[src/rtl/cmp_search_if.sv]
// Probe/verdict and start/result bundle for cmp_search.
// master: the search initiator; slave: its controller and cmp responder side.
interface cmp_search_if #(
    parameter int unsigned W = 32
);
    localparam int unsigned IterW = $clog2(W + 2);

    logic             i_start;
    logic [W-1:0]     i_lo;
    logic [W-1:0]     i_hi;
    logic             o_busy;
    logic             o_probe_vld;
    logic             i_probe_rdy;
    logic [W-1:0]     o_probe;
    logic             i_rsp_vld;
    logic             i_eq;
    logic             i_gt;
    logic             i_lt;
    logic             o_done;
    logic             o_found;
    logic             o_err;
    logic [W-1:0]     o_result;
    logic [IterW-1:0] o_iters;

    modport master (
        input  i_start, i_lo, i_hi, i_probe_rdy, i_rsp_vld, i_eq, i_gt, i_lt,
        output o_busy, o_probe_vld, o_probe, o_done, o_found, o_err, o_result, o_iters
    );

    modport slave (
        output i_start, i_lo, i_hi, i_probe_rdy, i_rsp_vld, i_eq, i_gt, i_lt,
        input  o_busy, o_probe_vld, o_probe, o_done, o_found, o_err, o_result, o_iters
    );
endinterface

[src/rtl/cmp_search.sv]
// Binary-search initiator: issues probes to a cmp responder and narrows [lo, hi] on its verdicts.
// Optional response watchdog enabled by defining CMP_SEARCH_TIMEOUT_EN.
module cmp_search #(
    parameter int unsigned W         = 32,
    parameter bit          IS_SIGNED = 1'b1,
    parameter int unsigned TIMEOUT   = 64
) (
    input logic          clk,
    input logic          rst,
    cmp_search_if.master bus
);
    localparam int unsigned IterW = $clog2(W + 2);
    // Flipping the MSB maps two's-complement order onto unsigned order.
    localparam logic [W-1:0] Flip = IS_SIGNED ? {1'b1, {(W - 1){1'b0}}} : {W{1'b0}};
    localparam logic [W:0]   One  = {{W{1'b0}}, 1'b1};

    typedef enum logic [1:0] {StIdle, StIssue, StWait, StDone} state_e;

    state_e           state_q;
    logic [W:0]       lo_q, hi_q;
    logic [W-1:0]     probe_q, result_q;
    logic [IterW-1:0] iters_q;
    logic             busy_q, vld_q, done_q, found_q, err_q;

    logic [W:0] lo_in, hi_in, mid, mid_start, mid_dn, mid_up;
    logic [2:0] verdict;
    logic       unused_msb;

    assign lo_in     = {1'b0, bus.i_lo ^ Flip};
    assign hi_in     = {1'b0, bus.i_hi ^ Flip};
    assign mid       = lo_q + ((hi_q - lo_q) >> 1);
    assign mid_start = lo_in + ((hi_in - lo_in) >> 1);
    // Next probe after a gt/lt verdict; only used when the edge guard has not fired.
    assign mid_dn    = lo_q + (((mid - One) - lo_q) >> 1);
    assign mid_up    = (mid + One) + ((hi_q - (mid + One)) >> 1);
    assign verdict   = {bus.i_eq, bus.i_gt, bus.i_lt};
    assign unused_msb = ^{mid_start[W], mid_dn[W], mid_up[W]};

`ifdef CMP_SEARCH_TIMEOUT_EN
    localparam int unsigned TmoW = $clog2(TIMEOUT + 1);
    logic [TmoW-1:0] tmo_q;
`else
    logic unused_cfg;
    assign unused_cfg = (TIMEOUT == 0);
`endif

    always_ff @(posedge clk) begin
        if (rst) begin
            state_q  <= StIdle;
            lo_q     <= '0;
            hi_q     <= '0;
            probe_q  <= '0;
            result_q <= '0;
            iters_q  <= '0;
            busy_q   <= 1'b0;
            vld_q    <= 1'b0;
            done_q   <= 1'b0;
            found_q  <= 1'b0;
            err_q    <= 1'b0;
`ifdef CMP_SEARCH_TIMEOUT_EN
            tmo_q    <= '0;
`endif
        end else begin
            done_q <= 1'b0;
            case (state_q)
                StIdle: begin
                    if (bus.i_start) begin
                        lo_q    <= lo_in;
                        hi_q    <= hi_in;
                        iters_q <= '0;
                        found_q <= 1'b0;
                        err_q   <= 1'b0;
                        busy_q  <= 1'b1;
                        if (lo_in > hi_in) begin
                            state_q  <= StDone;
                            done_q   <= 1'b1;
                            result_q <= bus.i_lo;
                        end else begin
                            state_q <= StIssue;
                            vld_q   <= 1'b1;
                            probe_q <= mid_start[W-1:0] ^ Flip;
                        end
                    end
                end
                StIssue: begin
                    if (bus.i_probe_rdy) begin
                        vld_q   <= 1'b0;
                        iters_q <= iters_q + IterW'(1);
                        state_q <= StWait;
`ifdef CMP_SEARCH_TIMEOUT_EN
                        tmo_q   <= '0;
`endif
                    end
                end
                StWait: begin
                    if (bus.i_rsp_vld) begin
                        case (verdict)
                            3'b100: begin
                                state_q  <= StDone;
                                done_q   <= 1'b1;
                                found_q  <= 1'b1;
                                result_q <= probe_q;
                            end
                            3'b010: begin
                                if (mid == lo_q) begin
                                    state_q  <= StDone;
                                    done_q   <= 1'b1;
                                    result_q <= probe_q;
                                end else begin
                                    hi_q    <= mid - One;
                                    probe_q <= mid_dn[W-1:0] ^ Flip;
                                    vld_q   <= 1'b1;
                                    state_q <= StIssue;
                                end
                            end
                            3'b001: begin
                                if (mid == hi_q) begin
                                    state_q  <= StDone;
                                    done_q   <= 1'b1;
                                    result_q <= probe_q;
                                end else begin
                                    lo_q    <= mid + One;
                                    probe_q <= mid_up[W-1:0] ^ Flip;
                                    vld_q   <= 1'b1;
                                    state_q <= StIssue;
                                end
                            end
                            default: begin
                                state_q  <= StDone;
                                done_q   <= 1'b1;
                                err_q    <= 1'b1;
                                found_q  <= 1'b0;
                                result_q <= probe_q;
                            end
                        endcase
                    end
`ifdef CMP_SEARCH_TIMEOUT_EN
                    else if (tmo_q == TmoW'(TIMEOUT - 1)) begin
                        state_q  <= StDone;
                        done_q   <= 1'b1;
                        err_q    <= 1'b1;
                        found_q  <= 1'b0;
                        result_q <= probe_q;
                    end else begin
                        tmo_q <= tmo_q + TmoW'(1);
                    end
`endif
                end
                StDone: begin
                    state_q <= StIdle;
                    busy_q  <= 1'b0;
                end
                default: state_q <= StIdle;
            endcase
        end
    end

    assign bus.o_busy      = busy_q;
    assign bus.o_probe_vld = vld_q;
    assign bus.o_probe     = probe_q;
    assign bus.o_done      = done_q;
    assign bus.o_found     = found_q;
    assign bus.o_err       = err_q;
    assign bus.o_result    = result_q;
    assign bus.o_iters     = iters_q;
endmodule

[src/flat_wrapper.sv]
// flat-port wrapper written by rule: the top's interface ports become plain ports
module cmp_search_flat 
#(
    parameter int unsigned W         = 32,
    parameter bit          IS_SIGNED = 1'b1,
    parameter int unsigned TIMEOUT   = 64
)
  (clk, rst, bus_i_start, bus_i_lo, bus_i_hi, bus_i_probe_rdy, bus_i_rsp_vld, bus_i_eq, bus_i_gt, bus_i_lt, bus_o_busy, bus_o_probe_vld, bus_o_probe, bus_o_done, bus_o_found, bus_o_err, bus_o_result, bus_o_iters);
  cmp_search_if #(.W(W)) bus_i ();
  input logic clk;
  input logic rst;
  input wire logic [$bits(bus_i.i_start)-1:0] bus_i_start;
  input wire logic [$bits(bus_i.i_lo)-1:0] bus_i_lo;
  input wire logic [$bits(bus_i.i_hi)-1:0] bus_i_hi;
  input wire logic [$bits(bus_i.i_probe_rdy)-1:0] bus_i_probe_rdy;
  input wire logic [$bits(bus_i.i_rsp_vld)-1:0] bus_i_rsp_vld;
  input wire logic [$bits(bus_i.i_eq)-1:0] bus_i_eq;
  input wire logic [$bits(bus_i.i_gt)-1:0] bus_i_gt;
  input wire logic [$bits(bus_i.i_lt)-1:0] bus_i_lt;
  output wire logic [$bits(bus_i.o_busy)-1:0] bus_o_busy;
  output wire logic [$bits(bus_i.o_probe_vld)-1:0] bus_o_probe_vld;
  output wire logic [$bits(bus_i.o_probe)-1:0] bus_o_probe;
  output wire logic [$bits(bus_i.o_done)-1:0] bus_o_done;
  output wire logic [$bits(bus_i.o_found)-1:0] bus_o_found;
  output wire logic [$bits(bus_i.o_err)-1:0] bus_o_err;
  output wire logic [$bits(bus_i.o_result)-1:0] bus_o_result;
  output wire logic [$bits(bus_i.o_iters)-1:0] bus_o_iters;
  assign bus_i.i_start = bus_i_start;
  assign bus_i.i_lo = bus_i_lo;
  assign bus_i.i_hi = bus_i_hi;
  assign bus_i.i_probe_rdy = bus_i_probe_rdy;
  assign bus_i.i_rsp_vld = bus_i_rsp_vld;
  assign bus_i.i_eq = bus_i_eq;
  assign bus_i.i_gt = bus_i_gt;
  assign bus_i.i_lt = bus_i_lt;
  assign bus_o_busy = bus_i.o_busy;
  assign bus_o_probe_vld = bus_i.o_probe_vld;
  assign bus_o_probe = bus_i.o_probe;
  assign bus_o_done = bus_i.o_done;
  assign bus_o_found = bus_i.o_found;
  assign bus_o_err = bus_i.o_err;
  assign bus_o_result = bus_i.o_result;
  assign bus_o_iters = bus_i.o_iters;
  cmp_search #(.W(W), .IS_SIGNED(IS_SIGNED), .TIMEOUT(TIMEOUT)) u_core (.clk(clk), .rst(rst), .bus(bus_i));
endmodule
[config.mk]
export PLATFORM = sky130hd
export DESIGN_NAME = cmp_search_flat
export DESIGN_NICKNAME = d
export VERILOG_FILES = /design/src/rtl/cmp_search_if.sv /design/src/rtl/cmp_search.sv /design/src/flat_wrapper.sv
export SDC_FILE = /design/constraint.sdc
export NUM_CORES = 1
export LEC_CHECK = 0
export CAP_MARGIN = 20
export CORE_ASPECT_RATIO = 1.2
export CORE_MARGIN = 1.5
export CORE_UTILIZATION = 40
export DETAILED_ROUTE_END_ITERATION = 10
export SETUP_SLACK_MARGIN = 0.5
export SYNTH_ARGS = -nofsm -noshare
export SYNTH_HDL_FRONTEND = slang
export SYNTH_SLANG_ARGS = --single-unit
[constraint.sdc]
create_clock -name clk -period 19.9 [get_ports clk]
set_input_delay 5.97 -clock clk [delete_from_list [all_inputs] [get_ports clk]]
set_output_delay 5.97 -clock clk [all_outputs]
set_load 0.05 [all_outputs]
-- After elaboration in Yosys (flattened, before gate mapping)
Index checks and enable logic that the tools add are counted.
- bits of input ports: 72
- logic and storage cells: 128
- flip-flop bits (word level): 143
- reductions and logical operators: 17
- equality and inequality tests: 24
- multiplexer cells: 59
- bitwise logic cells: 5
- magnitude comparators: 1
- $add $sub $neg: 11
- operators with widths (kind ; number):
    2-to-1 mux 32 bit ; 10
    2-to-1 mux 33 bit ; 8
    one-hot mux 32 bit (2 select lines) ; 4
    one-hot mux 33 bit (2 select lines) ; 2
    subtractor 33 bit ; 3
    adder 32 bit ; 3
    == test 33 bit ; 2
    adder 33 x 1 -> 33 bit (second input constant) ; 1
    adder 33 x 32 -> 33 bit ; 1
    subtractor 32 x 32 -> 33 bit ; 1
    subtractor 33 x 1 -> 33 bit (second input constant) ; 1
    > comparator 32 bit ; 1
    inequality test 2 bit (second input constant) ; 9
    2-to-1 mux 1 bit ; 16
    one-hot mux 1 bit (2 select lines) ; 7
    2-to-1 mux 2 bit ; 6
    2-to-1 mux 6 bit ; 2
    one-hot mux 6 bit (2 select lines) ; 1
    AND reduction 5 bit ; 2
    inequality test 3 x 2 -> 1 bit (second input constant) ; 3
    one-hot mux 2 bit (4 select lines) ; 1
    AND reduction 4 bit ; 2
    AND reduction 8 bit ; 1
    AND reduction 7 bit ; 1
    19 further kinds ; 29

-- Depth between registers and ports, before layout
- depth after elaboration: 10
- mapped depth: 53
- gate-level depth less buffers: 52

-- Worst setup path before layout
No wires, ideal clock.
- path type: input to register
- start: in bus_i_hi[0]
- end: reg u_core.probe_q[30], in the netlist u_core.bus.o_probe[30]
- library setup time: 119 ps
- path buffers: 0
- cell stages on the path: 30
- path slack: 9059 ps
- data required time: 19781 ps
- data arrival time: 10723 ps
- path through: nand2b_1 fa_1 a21o_1 a21oi_1 o21bai_1 a21oi_1 o21bai_1 a21oi_1 o21ai_0 nor2_1 nor2b_1 o21a_1 nor2b_1 o21bai_1 a21oi_1 xnor2_1 ha_1 and3_1 o311ai_0 a31o_2 o21ai_0 nor4_1 o31ai_1 o21ai_0 nand2b_1 a21oi_1 o21ai_0 xnor2_1 o21ai_0 o221a_1
- cells in the longest elaborated chain, start to end: 5
- elaborated cells on any way between the ends: 8
- those cells by class: add/sub (2); order compare (1); eq/ne (1); mux (3); reduce/logical (1)
- ends and longest elaborated chain (item ; line ; RTL):
    start, declared ; flat_wrapper.sv:14 ; input wire logic [$bits(bus_i.i_hi)-1:0] bus_i_hi;
    subtractor 32 x 32 -> 33 bit ; cmp_search.sv:32 ; assign mid_start = lo_in + ((hi_in - lo_in) >> 1);
    adder 32 bit ; cmp_search.sv:32 ;
    2-to-1 mux 32 bit ; cmp_search.sv:74 ; if (lo_in > hi_in) begin
    2-to-1 mux 32 bit ; cmp_search.sv:67 ; if (bus.i_start) begin
    one-hot mux 32 bit (2 select lines) ; cmp_search.sv:65 ; case (state_q)
    end signal, assigned ; cmp_search.sv:81 ; probe_q <= mid_start[W-1:0] ^ Flip;
    end signal, assigned ; cmp_search.sv:111 ; probe_q <= mid_dn[W-1:0] ^ Flip;
    end signal, assigned ; cmp_search.sv:123 ; probe_q <= mid_up[W-1:0] ^ Flip;
    end, declared ; cmp_search.sv:21 ; logic [W-1:0] probe_q, result_q;
Several ways; a longest one is shown, not always the timed one. The select of a mux whose other input is x is not followed.
A chain may end at the register's enable or synchronous reset.

-- Worst setup path in the final report
- start: reg u_core.hi_q[1]
- end: reg u_core.probe_q[31], in the netlist u_core.bus.o_probe[31]
- cells in the longest elaborated chain, start to end: 10
- elaborated cells on any way between the ends: 20
- those cells by class: add/sub (8); eq/ne (4); mux (5); bitwise (2); reduce/logical (1)
- ends and longest elaborated chain (item ; line ; RTL):
    start, declared ; cmp_search.sv:20 ; logic [W:0] lo_q, hi_q;
    start signal, assigned ; cmp_search.sv:69 ; hi_q <= hi_in;
    start signal, assigned ; cmp_search.sv:110 ; hi_q <= mid - One;
    subtractor 33 bit ; cmp_search.sv:31 ; assign mid = lo_q + ((hi_q - lo_q) >> 1);
    adder 33 x 32 -> 33 bit ; cmp_search.sv:31 ;
    adder 33 x 1 -> 33 bit or subtractor 33 x 1 -> 33 bit (tied branches) ; cmp_search.sv:35, cmp_search.sv:34 ;
    subtractor 33 bit (on tied branches) ; cmp_search.sv:35, cmp_search.sv:34 ;
    adder 32 bit (on tied branches) ; cmp_search.sv:35, cmp_search.sv:34 ;
    NOT 1 bit (no line) ; -- ;
    2-to-1 mux 32 bit (on tied branches) ; cmp_search.sv:117, cmp_search.sv:105 ;
    one-hot mux 32 bit (2 select lines) ; cmp_search.sv:97 ; case (verdict)
    2-to-1 mux 32 bit ; cmp_search.sv:96 ; if (bus.i_rsp_vld) begin
    one-hot mux 32 bit (2 select lines) ; cmp_search.sv:65 ;
Several ways; a longest one is shown, not always the timed one. The select of a mux whose other input is x is not followed.

==> out/metrics.cfg <==
[worst_setup_path]
cp_num_buf_inv=1
path_class=flip-flop to flip-flop
startpoint_type=flip-flop
cp_slowest_cell=or4_2
worstPathRequired_ns=20.29
cp.arrival_ns=12.29
critical_path.top_delay_family=compound AO/OA/AOI/OAI gates
crit_cells=44
worstPathMaxFanout=9
critPathCaptureType=flip-flop
reg2reg_depth=44
crit_top_cell=o21ai_0
max_stage_delay_ns=0.71

[routing]
antenna_left=0
initialDrtViolationCount=1160
viasPerCell=5.829
dr.pass1.iters=5
wirelength_mm=74.80
wl_per_cell_um=21.23
route.vias.total=20540
drc=0

[synth]
syn_area_per_cell_sq_um=7.424
yosysWarnings=0
synth_area_sq_um=20590
synth_flop_cell=dfxtp_1
ys_seq_area_frac=0.1391
synth-seq-cells=143
synth-edff-count=0
syn_inst=2773
synth_cell_types=116
syn_nets=3105
ys_async_sr_fraction=0

[worst_hold_path]
hold_depth=2
hold_class=flip-flop to flip-flop

[clocking]
postCtsSetupBuffers=0
cts_tree=yes
h-tree-depth=4
clk_latency_ns=0.47
clkTransAtPathRegs_ns=0.07
cts.repair.resized=0
numCtsBuffers=17
clockRootBuffer=clkbuf_16
cts.sinks=143
cts_hold_buf=0
clockBufferDepth=2

[final_layout]
fin_nets=3197
layout_commonest_cell=nor2_1
final_cell_mix=316 x nor2_1, 252 x ha_1, 238 x nand2_1, 236 x xnor2_1, 206 x a21oi_1
drive_above_1_share=0.05073
area_delta_synth_final_pct=12.60

[global_route]
grt_pass1_vias=19940
grt_antenna_before_repair=1
grt_usage=0.2790
grt_pass1_wl_mm=114.0
grt_overflow=0
grt_max_degree=75

[run]
max_cap_violations=0

[timing]
fmax_mhz=84.02
rsz0062_at_grt=false
finalClockSkew_ns=0.01294
fin_crit_sh=0.5981
worst_slew_margin_rel=0.2544
setup_tns_ns=0
worst_pin_slew_ns=1.116
timing.final.crit_period_ns=11.90
setup_violations=0
finalMaxSlewViolations=0
hold_violations=0

[die]
initial_core_util=0.4072
die_h_um=251.5
core_sq_um=50560
dieArea_sq_um=52840
ios=147
die_width_um=210.1
placementRows=90

[placed_design]
dp_hpwl_mm=60.99
place_congestion=0.9937
port_buffers=146

[status]
status=finished clean

-- routing by layer --
| metal | wire length (um) | vias up | GRT usage |
|---|---|---|---|
| met4 | 3971 | 0 | 0.1455 |
| met3 | 2913 | 159 | 0.03137 |
| li1 | - | 10120 | - |
| met1 | 30300 | 9697 | 0.3201 |
| met5 | 0 | - | 0 |
| met2 | 37620 | 557 | 0.5061 |
-- sequential cells by signal, summed over array words and instances, names as in the netlist --
signal	cells
u_core.state_q	2
u_core.bus.o_iters	6
u_core.bus.o_err	1
u_core.lo_q	33
u_core.bus.o_done	1
u_core.bus.o_result	32
u_core.bus.o_probe	32
u_core.hi_q	33
u_core.bus.o_busy	1
u_core.bus.o_found	1
u_core.bus.o_probe_vld	1
-- synthesized netlist by cell type, drive strengths merged (57+ instances only) --
master / instances / area share
a21o: 64 / 0.024
ha: 252 / 0.15
a21oi: 209 / 0.051
o21ai: 154 / 0.038
inv: 197 / 0.036
dfxtp: 143 / 0.14
nand3: 57 / 0.014
clkbuf: 65 / 0.014
nor3: 65 / 0.016
xor2: 97 / 0.043
nand2: 240 / 0.044
xnor2: 240 / 0.10
nor2: 319 / 0.058
-- cell families after synthesis --
| logic type | after synthesis | share of synthesized area |
|---|---|---|
| adder cells (fa/ha/maj) | 262 | 0.1620 |
| XOR/XNOR | 337 | 0.1468 |
| AND/OR/NAND/NOR | 894 | 0.2031 |
| AO/OA/AOI/OAI | 776 | 0.2537 |
| flip-flops | 143 | 0.1391 |
| buffers and inverters | 287 | 0.05804 |
| multiplexers | 74 | 0.03726 |
-- per-stage QoR --
| step | std cells | instance area [sq um] | worst slack (ns) | hold slack (ns) | utilization |
|---|---|---|---|---|---|
| 6_report | 3523 | 23180 | 7.998 | 0.4730 | 0.4585 |
| 2_1_floorplan | 2773 | 20590 | 9.059 | 0.4492 | - |
| 5_1_grt | 3523 | 23180 | 7.026 | 0.5144 | 0.4585 |
| 3_5_place_dp | 3490 | 22590 | 7.698 | 0.4631 | 0.4467 |
| 4_1_cts | 3522 | 23180 | 7.969 | 0.4787 | 0.4584 |
| 3_3_place_gp | 3490 | 22590 | 7.794 | 0.4593 | 0.4467 |
-- worst reg2reg max path, delay by kind of cell, from the launching register on --
family                     cells  cell delay [ns]
buffers and inverters          1             0.11
DFF                            1             0.50
xor gates and xnor gates       4             0.93
adders and majority gates      4             1.71
and+or+nand+nor               13             2.74
AOI/OAI and AO/OA             22             5.86
-- path summary, 6_finish.rpt --
| path | end | startpoint | slack, ns |
|---|---|---|---|
| max | u_core.bus.o_probe[31] | u_core.hi_q[1] | 8.00 |
| min | u_core.bus.o_err | u_core.bus.o_err | 0.47 |
| max reg2reg | u_core.bus.o_probe[31] | u_core.hi_q[1] | 8.00 |
| min reg2reg | u_core.bus.o_err | u_core.bus.o_err | 0.47 |
-- layout make-up --
| cell class | count | area [sq um] |
|---|---|---|
| Sequential cell | 143 | 2863 |
| Clock buffer | 19 | 442.9 |
| Timing Repair Buffer | 162 | 1579 |
| Antenna cell | 1 | 2.502 |
| Tap cell | 644 | 805.8 |
| Clock inverter | 13 | 150.1 |
| Inverter | 198 | 743.2 |
| Multi-Input combinational cell | 2343 | 16590 |
| Fill cell | 5096 | 27380 |
Power is not shown: default switching activity piles up to over one toggle a cycle in this logic, so the estimate is an artifact.
